[config.mk]
export PLATFORM = sky130hd
export DESIGN_NAME = df_load_rsp
export DESIGN_NICKNAME = d
export VERILOG_FILES = /design/src/rtl/df_load_rsp_pkg.sv /design/src/rtl/df_load_rsp_load_extend.sv /design/src/rtl/df_load_rsp.sv
export SDC_FILE = /design/constraint.sdc
export NUM_CORES = 1
export LEC_CHECK = 0
export BUFFER_PORTS_ARGS = -buffer_cell sky130_fd_sc_hd__buf_2
export CAP_MARGIN = 20
export CORE_ASPECT_RATIO = 1.4
export CORE_MARGIN = 5
export CORE_UTILIZATION = 50
export DETAILED_ROUTE_END_ITERATION = 8
export PLACE_DENSITY = 0.75
export SLEW_MARGIN = 20
export SYNTH_ARGS = -nofsm -noshare
export SYNTH_HDL_FRONTEND = slang
export SYNTH_SLANG_ARGS = --single-unit
export TNS_END_PERCENT = 30
[constraint.sdc]
create_clock -name CLK -period 2.2 [get_ports CLK]
set_clock_uncertainty 0.15 [all_clocks]
set_input_delay 0.55 -clock CLK [delete_from_list [all_inputs] [get_ports CLK]]
set_output_delay 0.55 -clock CLK [all_outputs]
set_load 0.05 [all_outputs]
[src/rtl/df_load_rsp_pkg.sv]
// rtl/df_load_rsp_pkg.sv - shared state type, load op codes and load-op decode for the DF load response
package df_load_rsp_pkg;

   typedef enum logic [1:0] {
      IDLE = 2'd0,
      WAIT = 2'd1,
      HOLD = 2'd2
   } df_ld_state_t;

   localparam logic [7:0] EXE_LB_OP  = 8'b1110_0000;
   localparam logic [7:0] EXE_LH_OP  = 8'b1110_0001;
   localparam logic [7:0] EXE_LW_OP  = 8'b1110_0011;
   localparam logic [7:0] EXE_LBU_OP = 8'b1110_0100;
   localparam logic [7:0] EXE_LHU_OP = 8'b1110_0101;

   // Byte-enable polarity: a BE bit equal to BE_ON selects that lane.
   localparam logic       BE_ON         = 1'b1;
   localparam logic [4:0] REG_ZERO_ADDR = 5'd0;

   function automatic logic is_load_op(input logic [7:0] op);
      return (op == EXE_LB_OP) || (op == EXE_LBU_OP) || (op == EXE_LH_OP) ||
             (op == EXE_LHU_OP) || (op == EXE_LW_OP);
   endfunction

endpackage

[src/rtl/df_load_rsp_load_extend.sv]
// rtl/df_load_rsp_load_extend.sv - lane select and sign/zero extension of a returned load word
module df_load_rsp_load_extend
   import df_load_rsp_pkg::*;
(
   input  logic [7:0]  alu_op,
   input  logic [3:0]  be,
   input  logic [31:0] rdata,
   output logic [31:0] result
);

   logic [3:0]  sel;
   logic [7:0]  byte_v;
   logic [15:0] half_v;
   logic        byte_ok;
   logic        half_ok;

   always_comb begin
      sel     = BE_ON ? be : ~be;
      byte_v  = '0;
      half_v  = '0;
      byte_ok = 1'b1;
      half_ok = 1'b1;
      result  = '0;

      case (sel)
         4'b0001: byte_v = rdata[7:0];
         4'b0010: byte_v = rdata[15:8];
         4'b0100: byte_v = rdata[23:16];
         4'b1000: byte_v = rdata[31:24];
         default: byte_ok = 1'b0;
      endcase

      case (sel)
         4'b0011: half_v = rdata[15:0];
         4'b1100: half_v = rdata[31:16];
         default: half_ok = 1'b0;
      endcase

      // An illegal lane pattern for the op yields zero data.
      case (alu_op)
         EXE_LB_OP:  if (byte_ok) result = {{24{byte_v[7]}}, byte_v};
         EXE_LBU_OP: if (byte_ok) result = {24'd0, byte_v};
         EXE_LH_OP:  if (half_ok) result = {{16{half_v[15]}}, half_v};
         EXE_LHU_OP: if (half_ok) result = {16'd0, half_v};
         EXE_LW_OP:  if (sel == 4'b1111) result = rdata;
         default:    result = '0;
      endcase
   end

endmodule

[src/rtl/df_load_rsp.sv]
// rtl/df_load_rsp.sv - DF-stage load response consumer: stall while waiting, extend, buffer under WB stall
module df_load_rsp
   import df_load_rsp_pkg::*;
#(
   parameter int TIMEOUT_CYC = 64
) (
   input  logic        CLK,
   input  logic        RST,
   input  logic        STALL_WB,
   input  logic [7:0]  DF_ALU_OP,
   input  logic        DF_GPR_WE,
   input  logic [31:0] DF_GPR_WDATA,
   input  logic [4:0]  DF_GPR_WADDR,
   input  logic [3:0]  DF_SRAM_DATA_BE,
   input  logic [31:0] SRAM_RDATA,
   input  logic        SRAM_RVALID,
   output logic        STALL_REQ,
   output logic        WB_GPR_WE,
   output logic [31:0] WB_GPR_WDATA,
   output logic [4:0]  WB_GPR_WADDR,
   output logic        LOAD_TIMEOUT
);

   localparam int CNT_W = (TIMEOUT_CYC < 2) ? 1 : $clog2(TIMEOUT_CYC + 1);
   localparam logic [CNT_W-1:0] CNT_MAX = CNT_W'(TIMEOUT_CYC);

   df_ld_state_t     state_q, state_d;
   logic             wb_we_q, wb_we_d;
   logic [31:0]      wb_wdata_q, wb_wdata_d;
   logic [4:0]       wb_waddr_q, wb_waddr_d;
   logic             buf_we_q, buf_we_d;
   logic [31:0]      buf_wdata_q, buf_wdata_d;
   logic [4:0]       buf_waddr_q, buf_waddr_d;
   logic [CNT_W-1:0] cnt_q, cnt_d;
   logic             timeout_q, timeout_d;
   logic             is_ld;
   logic [31:0]      ext_data;

   df_load_rsp_load_extend u_load_extend (
      .alu_op (DF_ALU_OP),
      .be     (DF_SRAM_DATA_BE),
      .rdata  (SRAM_RDATA),
      .result (ext_data)
   );

   always_comb begin
      state_d     = state_q;
      wb_we_d     = wb_we_q;
      wb_wdata_d  = wb_wdata_q;
      wb_waddr_d  = wb_waddr_q;
      buf_we_d    = buf_we_q;
      buf_wdata_d = buf_wdata_q;
      buf_waddr_d = buf_waddr_q;
      cnt_d       = '0;
      timeout_d   = timeout_q;
      STALL_REQ   = 1'b0;
      is_ld       = is_load_op(DF_ALU_OP);

      case (state_q)
         IDLE: begin
            if (is_ld && SRAM_RVALID) begin
               if (STALL_WB) begin
                  buf_we_d    = DF_GPR_WE;
                  buf_wdata_d = ext_data;
                  buf_waddr_d = DF_GPR_WADDR;
                  state_d     = HOLD;
                  STALL_REQ   = 1'b1;
               end else begin
                  wb_we_d    = DF_GPR_WE;
                  wb_wdata_d = ext_data;
                  wb_waddr_d = DF_GPR_WADDR;
               end
            end else if (is_ld) begin
               STALL_REQ = 1'b1;
               state_d   = WAIT;
               if (!STALL_WB) begin
                  wb_we_d    = 1'b0;
                  wb_wdata_d = '0;
                  wb_waddr_d = REG_ZERO_ADDR;
               end
            end else if (!STALL_WB) begin
               wb_we_d    = DF_GPR_WE;
               wb_wdata_d = DF_GPR_WDATA;
               wb_waddr_d = DF_GPR_WADDR;
            end
         end
         WAIT: begin
            // EX/DF is frozen while we wait, so DF_* still describe this load.
            if (SRAM_RVALID && STALL_WB) begin
               buf_we_d    = DF_GPR_WE;
               buf_wdata_d = ext_data;
               buf_waddr_d = DF_GPR_WADDR;
               state_d     = HOLD;
               STALL_REQ   = 1'b1;
            end else if (SRAM_RVALID) begin
               wb_we_d    = DF_GPR_WE;
               wb_wdata_d = ext_data;
               wb_waddr_d = DF_GPR_WADDR;
               state_d    = IDLE;
            end else begin
               STALL_REQ = 1'b1;
               cnt_d     = (cnt_q == CNT_MAX) ? cnt_q : cnt_q + 1'b1;
               if (TIMEOUT_CYC != 0 && cnt_d == CNT_MAX) timeout_d = 1'b1;
               if (!STALL_WB) begin
                  wb_we_d    = 1'b0;
                  wb_wdata_d = '0;
                  wb_waddr_d = REG_ZERO_ADDR;
               end
            end
         end
         HOLD: begin
            if (STALL_WB) begin
               STALL_REQ = 1'b1;
            end else begin
               wb_we_d    = buf_we_q;
               wb_wdata_d = buf_wdata_q;
               wb_waddr_d = buf_waddr_q;
               state_d    = IDLE;
            end
         end
         default: state_d = IDLE;
      endcase
   end

   always_ff @(posedge CLK) begin
      if (RST) begin
         state_q     <= IDLE;
         wb_we_q     <= 1'b0;
         wb_wdata_q  <= '0;
         wb_waddr_q  <= REG_ZERO_ADDR;
         buf_we_q    <= 1'b0;
         buf_wdata_q <= '0;
         buf_waddr_q <= REG_ZERO_ADDR;
         cnt_q       <= '0;
         timeout_q   <= 1'b0;
      end else begin
         state_q     <= state_d;
         wb_we_q     <= wb_we_d;
         wb_wdata_q  <= wb_wdata_d;
         wb_waddr_q  <= wb_waddr_d;
         buf_we_q    <= buf_we_d;
         buf_wdata_q <= buf_wdata_d;
         buf_waddr_q <= buf_waddr_d;
         cnt_q       <= cnt_d;
         timeout_q   <= timeout_d;
      end
   end

   assign WB_GPR_WE    = wb_we_q;
   assign WB_GPR_WDATA = wb_wdata_q;
   assign WB_GPR_WADDR = wb_waddr_q;
   assign LOAD_TIMEOUT = timeout_q;

endmodule

# [After elaboration in Yosys (flattened, before gate mapping)]
# Index checks and enable logic that the tools add are counted.
[totals] ff_bits=86 elab_cells=117
[classes] mux=61 eq_ne=26 reduce_logical=17 n_bitwise=3 addsub=1
[op_table] op="32-bit two-way mux" count=14
[op_table] op="32-bit case mux with 5 select lines" count=1
[op_table] op="32-bit case mux with 3 select lines" count=1
[op_table] op="32-bit case mux with 2 select lines" count=1
[op_table] op="5-bit two-way mux" count=10
[op_table] op="8-bit == test, second input constant" count=5
[op_table] op="16-bit case mux with 2 select lines" count=1
[op_table] op="8-bit case mux with 4 select lines" count=1
[op_table] op="1-bit two-way mux" count=17
[op_table] op="16-bit two-way mux" count=1
[op_table] op="3-bit inequality test, second input constant" count=5
[op_table] op="5-bit case mux with 3 select lines" count=1
[op_table] op="7-bit == test, second input constant" count=2
[op_table] op="4-bit == test, second input constant" count=3
[op_table] op="2-bit two-way mux" count=6
[op_table] op="4-bit AND reduction" count=3
[op_table] op="2-bit inequality test, second input constant" count=5
[op_table] op="5-bit case mux with 2 select lines" count=1
[op_table] op="4-bit by 2-bit == test with 1-bit output, second input constant" count=2
[op_table] op="8-bit two-way mux" count=1
[op_table] op="4-bit OR reduction" count=2
[op_table] op="7-bit by 1-bit adder with 7-bit output, second input constant" count=1
[op_table] op="7-bit two-way mux" count=1
[op_table] op="1-bit case mux with 3 select lines" count=2
[op_table] op="other kinds (15)" count=21

# [Longest topological paths before layout]
[depth] depth_word=8 depth_mapped=9 mapped_depth_nobuf=7

# [By module]
# A second synthesis with hierarchy kept.
[hier_totals] hier_cells=901 area_unflattened_um2=7059.3
[modules_own_cells] module="df_load_rsp" n_inst=1 area_each_um2=5848.1 cells_per_inst=721
[modules_own_cells] module="df_load_rsp_load_extend" n_inst=1 area_each_um2=1211.2 cells_per_inst=180

# [Worst setup path before layout]
# No wires, ideal clock.
[synth_path] kind="input to output" start="input DF_ALU_OP[4]" end="output STALL_REQ" slack_ns=-0.911 stages=5 t_arrival_ns=2.411 required_time_ns=1.500 path_cell_list="and3b_1 > clkbuf_1 > o2111ai_1 > nor3b_1 > nor3_1"
[synth_via] elab_chain_cells=8
[synth_lines] element="start: declaration" line="df_load_rsp.sv:10" source="input logic [7:0] DF_ALU_OP,"
[synth_lines] element="8-bit == test" line="df_load_rsp_pkg.sv:21" source="return (op == EXE_LB_OP) || (op == EXE_LBU_OP) || (op == EXE_LH_OP) ||"
[synth_lines] element="1-bit logical OR (3 in series)" line="df_load_rsp_pkg.sv:21"
[synth_lines] element="1-bit logical OR *" line="df_load_rsp_pkg.sv:22" source="(op == EXE_LHU_OP) || (op == EXE_LW_OP);"
[synth_lines] element="1-bit two-way mux / 1-bit logical AND (equally long branches)" line="df_load_rsp.sv:73, df_load_rsp.sv:61"
[synth_lines] element="1-bit two-way mux *" line="df_load_rsp.sv:61" source="if (is_ld && SRAM_RVALID) begin"
[synth_lines] element="1-bit case mux with 3 select lines *" line="df_load_rsp.sv:59" source="case (state_q)"
[synth_lines] element="end: declaration" line="df_load_rsp.sv:17" source="output logic STALL_REQ,"
# Mark *: on every way between the ends. The rest lies on a longest branch, timed or not.

# [Final worst setup path]
[layout_path] start="input DF_ALU_OP[4]" end="register wb_wdata_q[21], in the netlist WB_GPR_WDATA[21]"
[layout_via] elab_chain_cells=8
[layout_lines] element="8-bit == test" line="df_load_rsp_pkg.sv:21, df_load_rsp_load_extend.sv:40"
[layout_lines] element="1-bit logical OR (3 in series)" line="df_load_rsp_pkg.sv:21"
[layout_lines] element="1-bit logical OR" line="df_load_rsp_pkg.sv:22"
[layout_lines] element="32-bit two-way mux / 1-bit logical AND (equally long branches)" line="df_load_rsp.sv:73, df_load_rsp.sv:61"
[layout_lines] element="32-bit two-way mux / 3-bit inequality test (equally long branches)"
[layout_lines] element="32-bit case mux with 3 select lines / 5-bit AND reduction (equally long branches)"
[layout_lines] element="end signal: assignment" line="df_load_rsp.sv:139" source="wb_wdata_q <= wb_wdata_d;"
[layout_lines] element="end: declaration" line="df_load_rsp.sv:29" source="logic [31:0] wb_wdata_q, wb_wdata_d;"
# Parallel ways exist; a longest one is shown, timed or not. The select of a mux whose other input is x is not followed.
# A chain may end at the register's enable or synchronous reset.

==> results summary <==
The tightest slew margin relative to the limit is a little under half. The post-synthesis register bit count came out at 86. After detailed routing, the number of remaining DRC violations is 0. The starting utilization of the core area came out at 50.23%. The post-route fraction of the period consumed by the critical path came out at 112.4%. The netlist area before placement is a little under 6000 µm². The total power draw came out at around 5.5 mW. The final period demand of the worst path came out at 2.472 ns. The number of buffers added on ports came out at approximately 130. The die covers roughly 14,000 µm².

The worst-case IR drop observed on VDD is between 0.4 and 0.5 mV. Clock tree synthesis found a total of 86 sinks. The type of element launching the critical path is an input pin.

The highest achievable clock rate came out at a little over 400 MHz. The final weighted congestion in routability-driven placement is ~0.9. The final setup violation count is 34. The initial antenna violation count came out at 0. The largest net degree at the start of global routing is 55. The number of antenna diodes in the final layout is 0.

The clock passes through at most 2 buffers. The design area came out at 8265 µm². The highest fanout seen on the critical path is 11. The HPWL after detailed placement is 15.08 mm. TritonCTS built the clock tree. After global routing the overflow that remains totals 0. The number of global-route vias before repair is between 6,000 and 7,000. The final routed wirelength across all metal layers came out at roughly 24 mm. The hold buffer count at CTS came out at 0. For the worst flop-to-flop path, the logic depth is 11. The detailed router placed ~7,300 vias in this run. In this run the number of H-tree levels came out at 3. The cell sitting at the root of the clock tree is a clkbuf_16.

The number of max-slew violations in the final report came out at 0. Ranked by total cell area, the synthesized netlist is headed by dfxtp_1 (29%), nand2_1 (8.2%), o211ai_1 (4.7%). The instance count of the mapped netlist came out at roughly 760. The synthesized net count came out at 849. Before CTS, the worst setup slack after placement is -0.3813 ns.

For this run, the leading register cell type out of synthesis is dfxtp_1. The biggest area contributor in the post-synthesis netlist is dfxtp_1. The area after detailed placement is roughly 7300 µm². Row generation in the floorplan step produced between 40 and 50 rows. The first-iteration detailed-routing DRC count came out at 541. The share of flip-flops with an asynchronous set or reset is 0%. The number of max-cap violations came out at 0. The chip height came out at 138.3 µm. The required time at the endpoint of the critical path came out at 2.31 ns.

For this run, the total global-route usage over all layers was measured as between 30% and 40%. The cell count of the worst hold path came out at 3. The horizontal die dimension came out at just over 100 µm.

The detail-routed via count per cell came out at about 6.7. The core area came out at around 12,000 µm². The share of the synthesized area in the top cell type came out at 29.29%. In the final routed layout, each cell accounts on average for between 20 and 25 µm. The first global-routing pass estimated 34.26 mm of wire. The final net count is about 1,000. The area growth from synthesis to layout came out at 40.61%. The final reports fail on setup timing. The flow ran to the end, but the final reports show violations. The power per standard cell area is approximately 660 nW/µm².

The worst setup path is captured at a flip-flop. The clock-pin slew on the worst setup and hold paths came out at 0.06 ns. The share of the Yosys chip area taken by registers is 29.29%.

The remaining antenna violation count came out at 0. The average cell area after synthesis is slightly below 8 µm². The final hold violation count came to 0. The critical path is of the input pin to flip-flop type. The final worst-path setup slack is -0.2722 ns. The worst hold path belongs to the class input pin to flip-flop. The number of clock buffers inserted by TritonCTS is 9.

The latest clock arrival within the worst-skew pair came out at between 0.3 and 0.4 ns. The slew at the pin with the worst max-slew slack came out at 0.7856 ns. The share of post-route cells with drive strength above 1 came out at about a third.

Setup repair after global routing could not meet its margin everywhere. The leakage dissipation is approximately 3.3 nW. The number of warnings reported in the yosys synthesis log came out at 0. The number of distinct standard cells referenced by the synthesized netlist is 64. The data arrival time at the worst-slack endpoint is 2.58 ns. The number of flops mapped to enable cells by yosys is 0. The number of search-and-repair iterations in the first detailed-routing pass came out at 5. The top-level I/O count came out at around 130.
-- critical path, cell delays in order --
cell and delay (ns):
buf_2 0.11, and3b_2 0.29, buf_4 0.15, buf_4 0.11, o2111ai_1 0.37, nor3_4 0.34, buf_4 0.19, clkbuf_16 0.18
nand2_1 0.08, o211ai_1 0.21
-- power by group --
group | internal (mW) | leakage (nW) | switching (mW) | total, mW
combinational | 0.716 | 2.39 | 1.11 | 1.83
sequential | 1.65 | 0.701 | 0.0677 | 1.72
clock | 1.23 | 0.176 | 0.674 | 1.90
total | 3.60 | 3.26 | 1.85 | 5.45
-- layout by cell type (no fill, tap or decap), types with 6 or more instances in the layout --
master | synthesis | routed
o211ai_1 | 37 | 37
nand2b_1 | 11 | 11
nand4b_1 | 7 | 7
a21oi_1 | 15 | 12
o221ai_1 | 6 | 6
buf_12 | 0 | 15
clkbuf_16 | 0 | 14
buf_4 | 6 | 85
buf_2 | 12 | 124
a22oi_1 | 24 | 24
o21ai_1 | 11 | 12
nor3b_1 | 9 | 7
o21ai_0 | 38 | 37
inv_1 | 25 | 23
and3b_1 | 17 | 16
and2_1 | 8 | 7
a22o_1 | 10 | 10
dfxtp_1 | 86 | 84
mux2i_1 | 14 | 14
nand3_1 | 26 | 26
o311a_1 | 18 | 18
nor2_1 | 44 | 43
xor2_1 | 7 | 7
nand2_1 | 128 | 128
o2bb2ai_1 | 22 | 22
a41oi_1 | 6 | 6
a211oi_1 | 14 | 12
o2111ai_1 | 11 | 10
buf_6 | 1 | 10
a221oi_1 | 7 | 7
and3_1 | 8 | 8
nand4_1 | 8 | 8
-- worst paths after layout --
check,startpoint,endpoint,slack [ns]
max,DF_ALU_OP[4],WB_GPR_WDATA[21]$_SDFFE_PP0P_,-0.27
min,DF_GPR_WADDR[3],buf_waddr_q[3]$_SDFFE_PP0P_,0.31
max reg2reg,state_q[0]$_SDFFE_PP0P_,WB_GPR_WDATA[21]$_SDFFE_PP0P_,-0.17
min reg2reg,WB_GPR_WE$_SDFFE_PP0P_,WB_GPR_WE$_SDFFE_PP0P_,0.31
-- cells by family (layout without fill, tap and decap cells) --
| group | Yosys count | after routing | share of synthesized area [%] |
|---|---|---|---|
| xor+xnor | 7 | 7 | 1.043 |
| fa+ha+maj | 7 | 7 | 1.490 |
| simple gates | 302 | 302 | 26.44 |
| compound gates | 250 | 250 | 32.84 |
| mux | 14 | 14 | 2.384 |
| flops | 86 | 86 | 29.29 |
| buf+inv | 90 | 283 | 6.513 |
-- stage by stage --
stage               hold WS, ns  util [%]  TNS, ns  std cells
finish                   0.3064     70.63   -4.162       1096
global route             0.3212     70.63   -6.183       1096
floorplan                0.2957         -  -0.3351        756
CTS                      0.3026     67.11  -0.6082       1076
global placement         0.2938     62.24   -21.57       1053
detailed placement       0.3003     62.30   -20.75       1053
-- repair_timing --
action | in CTS | in global routing
cloned | 2 | 5
setup buffers | 5 | 16
setup endpoints to repair | 59 | 69
pin swaps | 19 | 12
resized for setup | 25 | 34
-- cell type report --
type	instances	area [µm²]
multi-input cells	580	4039
fillers	883	3437
repair buffers	242	1852
flip-flops and latches	86	1727
clock buffers	9	225.2
well taps	147	183.9
clock inverters	7	145.1
inverters	25	93.84
-- state kept, by name (all words and copies together), names as in the netlist, 2 cells and up --
name	count
WB_GPR_WDATA	32
buf_wdata_q	32
cnt_q	7
WB_GPR_WADDR	5
buf_waddr_q	5
state_q	2
-- synthesized netlist by cell type, types with 7 or more instances --
cell type	number
inv_1	25
a221oi_1	7
a21oi_1	15
and3b_1	17
ha_1	7
o21ai_1	11
nand2b_1	11
a211oi_1	14
nand2_1	128
nand4b_1	7
nand4_1	8
o21ai_0	38
buf_2	12
o211ai_1	37
a22oi_1	24
nor3b_1	9
dfxtp_1	86
and2_1	8
nand3_1	26
o311a_1	18
nor2_1	44
mux2i_1	14
and3_1	8
clkbuf_1	43
o2111ai_1	11
o2bb2ai_1	22
a22o_1	10
xor2_1	7
-- layer usage --
layer / GRT usage [%] / part of all wire, % / vias up
li1: - / - / 3212
met1: 34.89 / 36 / 3452
met2: 50.41 / 48 / 514
met3: 4.587 / 9.2 / 147
met4: 19.40 / 7.0 / 0
met5: 0 / 0 / -
No activity file was read; power rests on OpenSTA's default activity.
